## config.mk

```make
export PLATFORM = sky130hd
export DESIGN_NAME = store_aligner
export DESIGN_NICKNAME = d
export VERILOG_FILES = /design/src/rtl/store_aligner.sv
export SDC_FILE = /design/constraint.sdc
export NUM_CORES = 1
export LEC_CHECK = 0
export ABC_AREA = 1
export BUFFER_PORTS_ARGS = -buffer_cell sky130_fd_sc_hd__buf_2
export CORE_UTILIZATION = 35
export DETAILED_ROUTE_END_ITERATION = 12
export HOLD_SLACK_MARGIN = 0.1
export SKIP_LAST_GASP = 1
export SYNTH_ARGS = -nofsm -noshare
export SYNTH_HDL_FRONTEND = slang
export SYNTH_SLANG_ARGS = --single-unit
```

## constraint.sdc

```tcl
create_clock -name clk -period 3.17 [get_ports clk]
set_input_delay 0.317 -clock clk [delete_from_list [all_inputs] [get_ports clk]]
set_output_delay 0.317 -clock clk [all_outputs]
set_load 0.01 [all_outputs]
```

## src/rtl/store_aligner.sv

```systemverilog
// Store lane formatter and word-aligned write sequencer; splits boundary-crossing stores.
// Optional feature macro: MISALIGNED_SPLIT_EN (undefined: boundary-crossing stores fault).
module store_aligner #(
    parameter int ADDR_W = 32
) (
    input  logic              clk,
    input  logic              rst_n,
    input  logic              req_valid,
    output logic              req_ready,
    input  logic [ADDR_W-1:0] req_addr,
    input  logic [31:0]       req_data,
    input  logic [1:0]        req_size,
    output logic              mem_valid,
    input  logic              mem_ready,
    output logic [ADDR_W-1:0] mem_addr,
    output logic [31:0]       mem_wdata,
    output logic [3:0]        mem_wstrb,
    output logic              done,
    output logic              fault
);

    typedef enum logic [1:0] {IDLE, BEAT0, BEAT1, RESP} state_t;

    state_t      state, state_nxt;
    logic [3:0]  base_mask;
    logic [31:0] data_sel;
    logic [7:0]  mask8;
    logic [63:0] data64;
    logic        split;
    logic        reject;
    logic        accept;
    logic [31:0] hi_data;
    logic [3:0]  hi_strb;
    logic        split_q;
    logic        fault_q;

    always_comb begin
        base_mask = 4'b0000;
        data_sel  = '0;
        case (req_size)
            2'b00: begin
                base_mask = 4'b0001;
                data_sel  = {24'h000000, req_data[7:0]};
            end
            2'b01: begin
                base_mask = 4'b0011;
                data_sel  = {16'h0000, req_data[15:0]};
            end
            2'b10: begin
                base_mask = 4'b1111;
                data_sel  = req_data;
            end
            default: begin
                base_mask = 4'b0000;
                data_sel  = '0;
            end
        endcase
        mask8  = {4'b0000, base_mask} << req_addr[1:0];
        data64 = {32'h00000000, data_sel} << {req_addr[1:0], 3'b000};
        split  = |mask8[7:4];
`ifdef MISALIGNED_SPLIT_EN
        reject = (req_size == 2'b11);
`else
        reject = (req_size == 2'b11) || split;
`endif
    end

    assign accept = (state == IDLE) && req_valid;

    always_ff @(posedge clk or negedge rst_n) begin
        if (!rst_n) state <= IDLE;
        else        state <= state_nxt;
    end

    always_comb begin
        state_nxt = state;
        case (state)
            IDLE:    if (req_valid) state_nxt = reject ? RESP : BEAT0;
            BEAT0:   if (mem_ready) state_nxt = split_q ? BEAT1 : RESP;
            BEAT1:   if (mem_ready) state_nxt = RESP;
            RESP:    state_nxt = IDLE;
            default: state_nxt = IDLE;
        endcase
    end

    // Control outputs are pure state decodes, so nothing on req_* or mem_ready reaches them.
    assign req_ready = (state == IDLE);
    assign mem_valid = (state == BEAT0) || (state == BEAT1);
    assign done      = (state == RESP);
    assign fault     = (state == RESP) && fault_q;

    always_ff @(posedge clk or negedge rst_n) begin
        if (!rst_n) begin
            mem_addr  <= '0;
            mem_wdata <= '0;
            mem_wstrb <= '0;
            hi_data   <= '0;
            hi_strb   <= '0;
            split_q   <= 1'b0;
            fault_q   <= 1'b0;
        end else if (accept) begin
            fault_q   <= reject;
            split_q   <= split;
            mem_addr  <= {req_addr[ADDR_W-1:2], 2'b00};
            mem_wdata <= data64[31:0];
            mem_wstrb <= mask8[3:0];
            hi_data   <= data64[63:32];
            hi_strb   <= mask8[7:4];
        end else if ((state == BEAT0) && mem_ready && split_q) begin
            // Address increment wraps naturally at the top of the address space.
            mem_addr  <= mem_addr + ADDR_W'(4);
            mem_wdata <= hi_data;
            mem_wstrb <= hi_strb;
        end
    end

endmodule
```

After elaboration in Yosys (flattened, before gate mapping)
Cells that the tools add are included.
W data, S select, Z words.
{"block": "word_totals", "ram_bits": 0, "mem_bits_ro": 0, "memories": 0, "output_inout_bits": 72, "elab_cells": 45, "latch_bits": 0, "regBits": 108}
{"block": "classes", "n_lt_le_gt_ge": 0, "n_mul": 0, "n_shift": 2, "n_reduce_logical": 11, "muxes": 14, "div_mod_pow": 0, "n_eq_ne": 9, "addsub": 1, "n_bitwise": 0}
{"cell": "$mux W32", "count": 4}
{"cell": "$pmux W32 S3", "count": 1}
{"cell": "$shl A32 B5 Y64", "count": 1}
{"cell": "$add A32 B3 Y32 const B", "count": 1}
{"cell": "$pmux W4 S3", "count": 1}
{"cell": "$eq A2 B2 Y1 const B", "count": 4}
{"cell": "$mux W2", "count": 4}
{"cell": "$mux W4", "count": 2}
{"cell": "$pmux W2 S4", "count": 1}
{"cell": "$shl A4 B2 Y8", "count": 1}
{"cell": "$ne A2 B2 Y1 const B", "count": 3}
{"cell": "$eq A2 B1 Y1 const B", "count": 2}
{"cell": "$logic_and A1 B1 Y1", "count": 4}
{"cell": "$logic_not A2 Y1", "count": 2}
{"cell": "$reduce_or A4 Y1", "count": 1}
{"cell": "$reduce_and A3 Y1", "count": 1}
{"cell": "$logic_or A1 B1 Y1", "count": 2}
{"cell": "$reduce_bool A2 Y1", "count": 1}
{"cell": "$mux W1", "count": 1}

Longest topological paths before layout
{"block": "logic_depth", "depth_word": 8, "depth_mapped": 11, "depth_no_buf": 10}

Least setup slack after synthesis
No wires, ideal clock.
{"block": "synth_timing", "path_kind": "register to register", "startpoint": "register state[0]", "endpoint": "register mem_addr[17]", "required_time_ns": 3.044, "setup_slack_ns": 1.511, "path_stages_with_launch": 9, "arrival_time_ns": 1.532, "synth_period_minus_slack_ns": 1.659, "cell_sequence": "dfrtp_1 -> inv_1 -> ha_1 -> nand2_4 -> nand2_2 -> inv_2 -> buf_4 -> nor4_1 -> nor2_1"}
{"block": "synth_between", "elab_cells_between_ends": 7, "classes_between": "1 x eq/ne; 1 x mux; 5 x reduce/logical"}
{"element": "from (decl)", "line_no": "24", "rtl": "state_t state, state_nxt;"}
{"element": "from (signal assigned)", "line_no": "72", "rtl": "else state <= state_nxt;"}
{"element": "$logic_not A2 Y1 (*)"}
{"element": "net req_ready", "line_no": "9", "rtl": "output logic req_ready,"}
{"element": "$logic_and A1 B1 Y1 (*)", "line_no": "68", "rtl": "assign accept = (state == IDLE) && req_valid;"}
{"element": "$mux W32 or $reduce_bool A2 Y1 (tied branches)"}
{"element": "to (signal assigned)", "line_no": "104", "rtl": "mem_addr <= {req_addr[ADDR_W-1:2], 2'b00};"}
{"element": "to (signal assigned)", "line_no": "111", "rtl": "mem_addr <= mem_addr + ADDR_W'(4);"}
{"element": "to (decl)", "line_no": "15", "rtl": "output logic [ADDR_W-1:0] mem_addr,"}
The timed path passes the listed nets; every way through them passes the cells marked *.
A chain may end at the register's enable or synchronous reset.

Worst setup path in the final report
{"block": "layout_timing", "startpoint": "register state[0]", "endpoint": "register mem_addr[15]"}
{"block": "layout_between", "elab_chain_len": 4, "elab_cells_between_ends": 7, "classes_between": "1 x eq/ne; 1 x mux; 5 x reduce/logical"}
{"element": "$eq A2 B1 Y1", "line_no": "109", "rtl": "end else if ((state == BEAT0) && mem_ready && split_q) begin"}
{"element": "$logic_and A1 B1 Y1 (2 in series)", "line_no": "109"}
{"element": "$reduce_bool A2 Y1 (no line)"}
Parallel ways exist; a longest one is shown, timed or not.

==> impl_results.html <==
<table>
<tr><th>Metric</th><th>Value</th></tr>
<tr><th colspan="2">Power and ir drop</th></tr>
<tr><td>Worst vdd rail ir drop</td><td>roughly 0.36 mV</td></tr>
<tr><td>Net Switching</td><td>~2.6 mW</td></tr>
<tr><td>Static Leakage</td><td>roughly 3.4 nW</td></tr>
<tr><td>Overall power of the completed layout</td><td>approximately 6 mW</td></tr>
<tr><td>Power per cell area</td><td>857 nW/um2</td></tr>
<tr><td>Internal Pwr Total</td><td>3.32 mW</td></tr>
<tr><td>Sequential share of power</td><td>0.370</td></tr>
<tr><td>Fraction of power consumed by combinational cells</td><td>0.441</td></tr>
<tr><td>Switching power as a share of total power</td><td>0.438</td></tr>
<tr><td>Proportion of power drawn by the clock network</td><td>0.189</td></tr>
<tr><th colspan="2">CTS</th></tr>
<tr><td>Post CTS Setup Buffer Count</td><td>0</td></tr>
<tr><td>TritonCTS clock tree</td><td>done</td></tr>
<tr><td>Number of buffers added by the clock tree synthesis step</td><td>9</td></tr>
<tr><td>Cell chosen for the clock root</td><td>sky130_fd_sc_hd__clkbuf_16</td></tr>
<tr><td>CTS resizes</td><td>0</td></tr>
<tr><td>Clk slew on worst S/H paths</td><td>roughly 70 ps</td></tr>
<tr><td>CTS Buffer Depth</td><td>2</td></tr>
<tr><td>CTS H-tree lvls</td><td>3</td></tr>
<tr><td>Worst-skew pair later-pin latency</td><td>roughly 350 ps</td></tr>
<tr><td>Number of sinks on the clock net</td><td>97</td></tr>
<tr><th colspan="2">Die</th></tr>
<tr><td>Height of the chip</td><td>130 um</td></tr>
<tr><td>Number of top-level design ports</td><td>approximately 140</td></tr>
<tr><td>Area of the die</td><td>16900 um2</td></tr>
<tr><td>Row count</td><td>between 40 and 50</td></tr>
<tr><td>Chip Width</td><td>130 um</td></tr>
<tr><td>Placeable Area</td><td>approximately 16000 um2</td></tr>
<tr><td>Initial cell density of the core</td><td>0.360</td></tr>
<tr><th colspan="2">Critical path</th></tr>
<tr><td>Crit-path max FO</td><td>47</td></tr>
<tr><td>Data arrival time at the worst-slack endpoint</td><td>2590 ps</td></tr>
<tr><td>Critical path start-end classification</td><td>register to register</td></tr>
<tr><td>Worst reg2reg setup slack</td><td>between 800 and 900 ps</td></tr>
<tr><td>Kind of launch point of the worst setup path</td><td>register</td></tr>
<tr><td>CP endpoint kind</td><td>register</td></tr>
<tr><td>Logic depth of the worst register-to-register path</td><td>8</td></tr>
<tr><td>WP data required</td><td>roughly 3400 ps</td></tr>
<tr><td>Start of the worst register-to-register path</td><td>state[0]</td></tr>
<tr><td>End of the worst register-to-register path</td><td>mem_addr[15]</td></tr>
<tr><th colspan="2">Finish</th></tr>
<tr><td>Final std cells w/o fill</td><td>about 1100</td></tr>
<tr><td>Fraction of the core area covered by cells at the end of the flow</td><td>0.432</td></tr>
<tr><td>Net count, final</td><td>a little under 1000</td></tr>
<tr><td>Share of final-layout standard cells stronger than drive strength 1</td><td>0.222</td></tr>
<tr><td>Antenna fix cells</td><td>0</td></tr>
<tr><td>Area grow syn2layout</td><td>20.0%</td></tr>
<tr><th colspan="2">Global routing</th></tr>
<tr><td>Leftover overflow at the end of global routing</td><td>0</td></tr>
<tr><td>Global-route wire length before repair</td><td>between 20 and 30 mm</td></tr>
<tr><td>All-layer global routing usage</td><td>0.220</td></tr>
<tr><td>Initial antenna violation count</td><td>0</td></tr>
<tr><td>Pin count of the biggest net entering global routing</td><td>between 50 and 60</td></tr>
<tr><td>Number of global-route vias before repair</td><td>5464</td></tr>
<tr><th colspan="2">Timing</th></tr>
<tr><td>Final count of negative-setup-slack endpoints</td><td>0</td></tr>
<tr><td>Time the final worst path needs with I/O delays and setup</td><td>roughly 2400 ps</td></tr>
<tr><td>Setup Skew</td><td>slightly above 10 ps</td></tr>
<tr><td>Setup total negative slack</td><td>0 ps</td></tr>
<tr><td>Least-Margin Pin Slew</td><td>roughly 680 ps</td></tr>
<tr><td>Endpoints failing hold</td><td>0</td></tr>
<tr><td>RSZ-0062 raised after global routing</td><td>no</td></tr>
<tr><td>Minimum setup slack in the final design</td><td>about 820 ps</td></tr>
<tr><td>Max-slew violations</td><td>0</td></tr>
<tr><td>Peak Freq</td><td>about 430 MHz</td></tr>
<tr><td>Worst slew slack as a fraction of its limit</td><td>0.545</td></tr>
<tr><td>Share of the cycle needed by the critical path after routing</td><td>0.742</td></tr>
<tr><th colspan="2">Detailed routing</th></tr>
<tr><td>Via count</td><td>~5700</td></tr>
<tr><td>Antenna-violating nets left</td><td>0</td></tr>
<tr><td>Routed metal-1 wire length</td><td>slightly below 8 mm</td></tr>
<tr><td>Count of unresolved DRC violations after routing</td><td>0</td></tr>
<tr><td>Wire length reported by the detailed router</td><td>17.8 mm</td></tr>
<tr><td>Highest metal layer with signal wires</td><td>met4</td></tr>
<tr><td>Number of vias per cell</td><td>between 5 and 6</td></tr>
<tr><td>First-pass iteration count of the detailed router</td><td>5</td></tr>
<tr><td>Routed wire length on met3</td><td>roughly 1.3 mm</td></tr>
<tr><td>Routed len/inst</td><td>about 16 um</td></tr>
<tr><td>Met2 wire length</td><td>roughly 8.2 mm</td></tr>
<tr><td>First DRT Iteration DRCs</td><td>~450</td></tr>
<tr><th colspan="2">Synth</th></tr>
<tr><td>Top cells by area in the synthesized netlist</td><td>sky130_fd_sc_hd__dfrtp_1 42%, sky130_fd_sc_hd__nand2_1 17%, sky130_fd_sc_hd__nor2_1 7.3%, sky130_fd_sc_hd__inv_1 3.5%, sky130_fd_sc_hd__nand3_1 3.4%</td></tr>
<tr><td>#FFs+latches synth</td><td>97</td></tr>
<tr><td>Proportion of netlist area held by the largest area contributor</td><td>0.423</td></tr>
<tr><td>Post-Synthesis Cell Area</td><td>~5700 um2</td></tr>
<tr><td>Syn Inst Count</td><td>787</td></tr>
<tr><td>Adder and majority gate portion of the synthesized area</td><td>0.0218</td></tr>
<tr><td>Post-synthesis compound-gate area fraction</td><td>0.150</td></tr>
<tr><td>Post-synth ARST share</td><td>1.00</td></tr>
<tr><td>Count of flip-flops with a built-in enable after synthesis</td><td>0</td></tr>
<tr><td>Dominant cell by count in the synthesized netlist</td><td>sky130_fd_sc_hd__nand2_1</td></tr>
<tr><td>Post-Synth XOR/XNOR Area</td><td>0</td></tr>
<tr><td>Share of synthesized cell area in and, or, nand and nor gates</td><td>0.328</td></tr>
<tr><td>Combinational family with the most area after synthesis</td><td>simple AND/OR/NAND/NOR gates</td></tr>
<tr><td>Synth warn</td><td>0</td></tr>
<tr><td>Multiplexer share of the synthesized area</td><td>0</td></tr>
<tr><td>Mean instance size in the synthesized netlist</td><td>7.30 um2</td></tr>
<tr><td>Post-synthesis sequential area ratio</td><td>0.423</td></tr>
<tr><td>Unique masters post-synth</td><td>39</td></tr>
<tr><td>Post-synth top cells</td><td>253 x sky130_fd_sc_hd__nand2_1, 112 x sky130_fd_sc_hd__nor2_1, 97 x sky130_fd_sc_hd__dfrtp_1</td></tr>
<tr><td>Leading register cell type out of synthesis</td><td>sky130_fd_sc_hd__dfrtp_1</td></tr>
<tr><td>Yosys top cell by area</td><td>sky130_fd_sc_hd__dfrtp_1</td></tr>
<tr><th colspan="2">Place</th></tr>
<tr><td>Half-perimeter wire length after detailed placement</td><td>12.8 mm</td></tr>
<tr><td>Place WS</td><td>829 ps</td></tr>
<tr><td>Number of port buffers</td><td>139</td></tr>
<tr><td>Placer congestion estimate</td><td>between 0.9 and 1</td></tr>
<tr><td>Cell count after placement</td><td>between 1000 and 1500</td></tr>
<tr><th colspan="2">Hold path</th></tr>
<tr><td>Beginning of the worst hold path</td><td>req_addr[17]</td></tr>
<tr><td>Worst hold stages</td><td>3</td></tr>
<tr><td>Hold Path End</td><td>mem_addr[17]</td></tr>
<tr><td>Type of the most critical hold path</td><td>primary input to register</td></tr>
<tr><th colspan="2">Status</th></tr>
<tr><td>Outcome</td><td>complete, no violations</td></tr>
<tr><th colspan="2">Flow run</th></tr>
<tr><td>Max-cap viol count</td><td>0</td></tr>
</table>
worst max-delay path, stage by stage, from the launching register on:
cell	delay, ps
sky130_fd_sc_hd__dfrtp_1	410
sky130_fd_sc_hd__inv_1	120
sky130_fd_sc_hd__ha_1	290
sky130_fd_sc_hd__nand2_4	350
sky130_fd_sc_hd__nand2_2	200
sky130_fd_sc_hd__buf_4	470
sky130_fd_sc_hd__nand2_1	90
sky130_fd_sc_hd__nor3_1	240
sky130_fd_sc_hd__a211oi_2	50
metal layers:
layer / track usage / up-vias
met1: 0.294 / 2629
met4: 0.0677 / 0
li1: - / 2809
met5: 0 / -
met3: 0.0476 / 28
met2: 0.355 / 220
power groups by stage:
stage                     Sequential (mW)  Combinational (mW)  Clock, mW
final                                2.18                2.60       1.12
after detailed placement             2.20                2.62          0
after CTS                            2.18                2.63       1.14
after floorplan                      2.29                1.57          0
after global placement               2.20                2.58          0
after global routing                 2.27                2.94       1.19
stage by stage:
stage               hold slack (ps)  area, um2
floorplan                      21.4       5750
global placement                412       6580
detailed placement              416       6580
CTS                             214       6890
global route                    250       6890
finish                          217       6890
what timing repair did:
action | 4_1_cts | 5_1_grt
hold buffers | 1 | 0
setup endpoints to repair | 0 | 0
endpoints found under the hold margin | 50 | 0
worst max-delay path by stage:
stage,endpoint,cells after the start,startpoint,slack [ps]
finish,mem_addr[15],8,state[0],820
global route,mem_addr[15],8,state[0],620
CTS,mem_addr[15],8,state[0],820
detailed placement,mem_addr[15],8,state[0],830
global placement,mem_addr[15],8,state[0],890
floorplan,mem_addr[17],8,state[0],1510
logic make-up after synthesis:
| kind of cell | after synthesis |
|---|---|
| AOI/OAI and AO/OA | 142 |
| other | 1 |
| DFF | 97 |
| and+or+nand+nor | 443 |
| adders and majority gates | 10 |
| buffers and inverters | 94 |
cell usage in the layout, fill, tap and decap left out, types with 7 or more instances in the layout:
cell,netlist,final
sky130_fd_sc_hd__o21ai_1,7,7
sky130_fd_sc_hd__nor2_1,112,112
sky130_fd_sc_hd__o21ai_0,33,33
sky130_fd_sc_hd__nand2_1,253,253
sky130_fd_sc_hd__nand3_1,39,39
sky130_fd_sc_hd__dfrtp_1,97,97
sky130_fd_sc_hd__o21ai_2,8,8
sky130_fd_sc_hd__a21oi_1,32,32
sky130_fd_sc_hd__inv_1,53,53
sky130_fd_sc_hd__buf_2,17,138
sky130_fd_sc_hd__ha_1,10,10
sky130_fd_sc_hd__clkbuf_16,0,9
sky130_fd_sc_hd__a31oi_1,15,15
sky130_fd_sc_hd__o211ai_1,18,18
sky130_fd_sc_hd__nor3_1,9,9
sky130_fd_sc_hd__o22ai_1,19,19
area by class of cell:
| type | instances | area [um2] |
|---|---|---|
| Fill cell | 1692 | 9050 |
| Tap cell | 216 | 270 |
| Clock inverter | 4 | 35.0 |
| Multi-Input combinational cell | 597 | 2880 |
| Timing Repair Buffer | 145 | 771 |
| Inverter | 62 | 244 |
| Sequential cell | 97 | 2430 |
| Clock buffer | 12 | 267 |
registers in the layout, indices dropped and copies added (netlist names):
| name | flops |
|---|---|
| hi_strb | 3 |
| mem_wdata | 32 |
| mem_addr | 30 |
| hi_data | 24 |
| state | 2 |
| split_q | 1 |
| fault_q | 1 |
| mem_wstrb | 4 |
(Power assumes the default switching activity.)
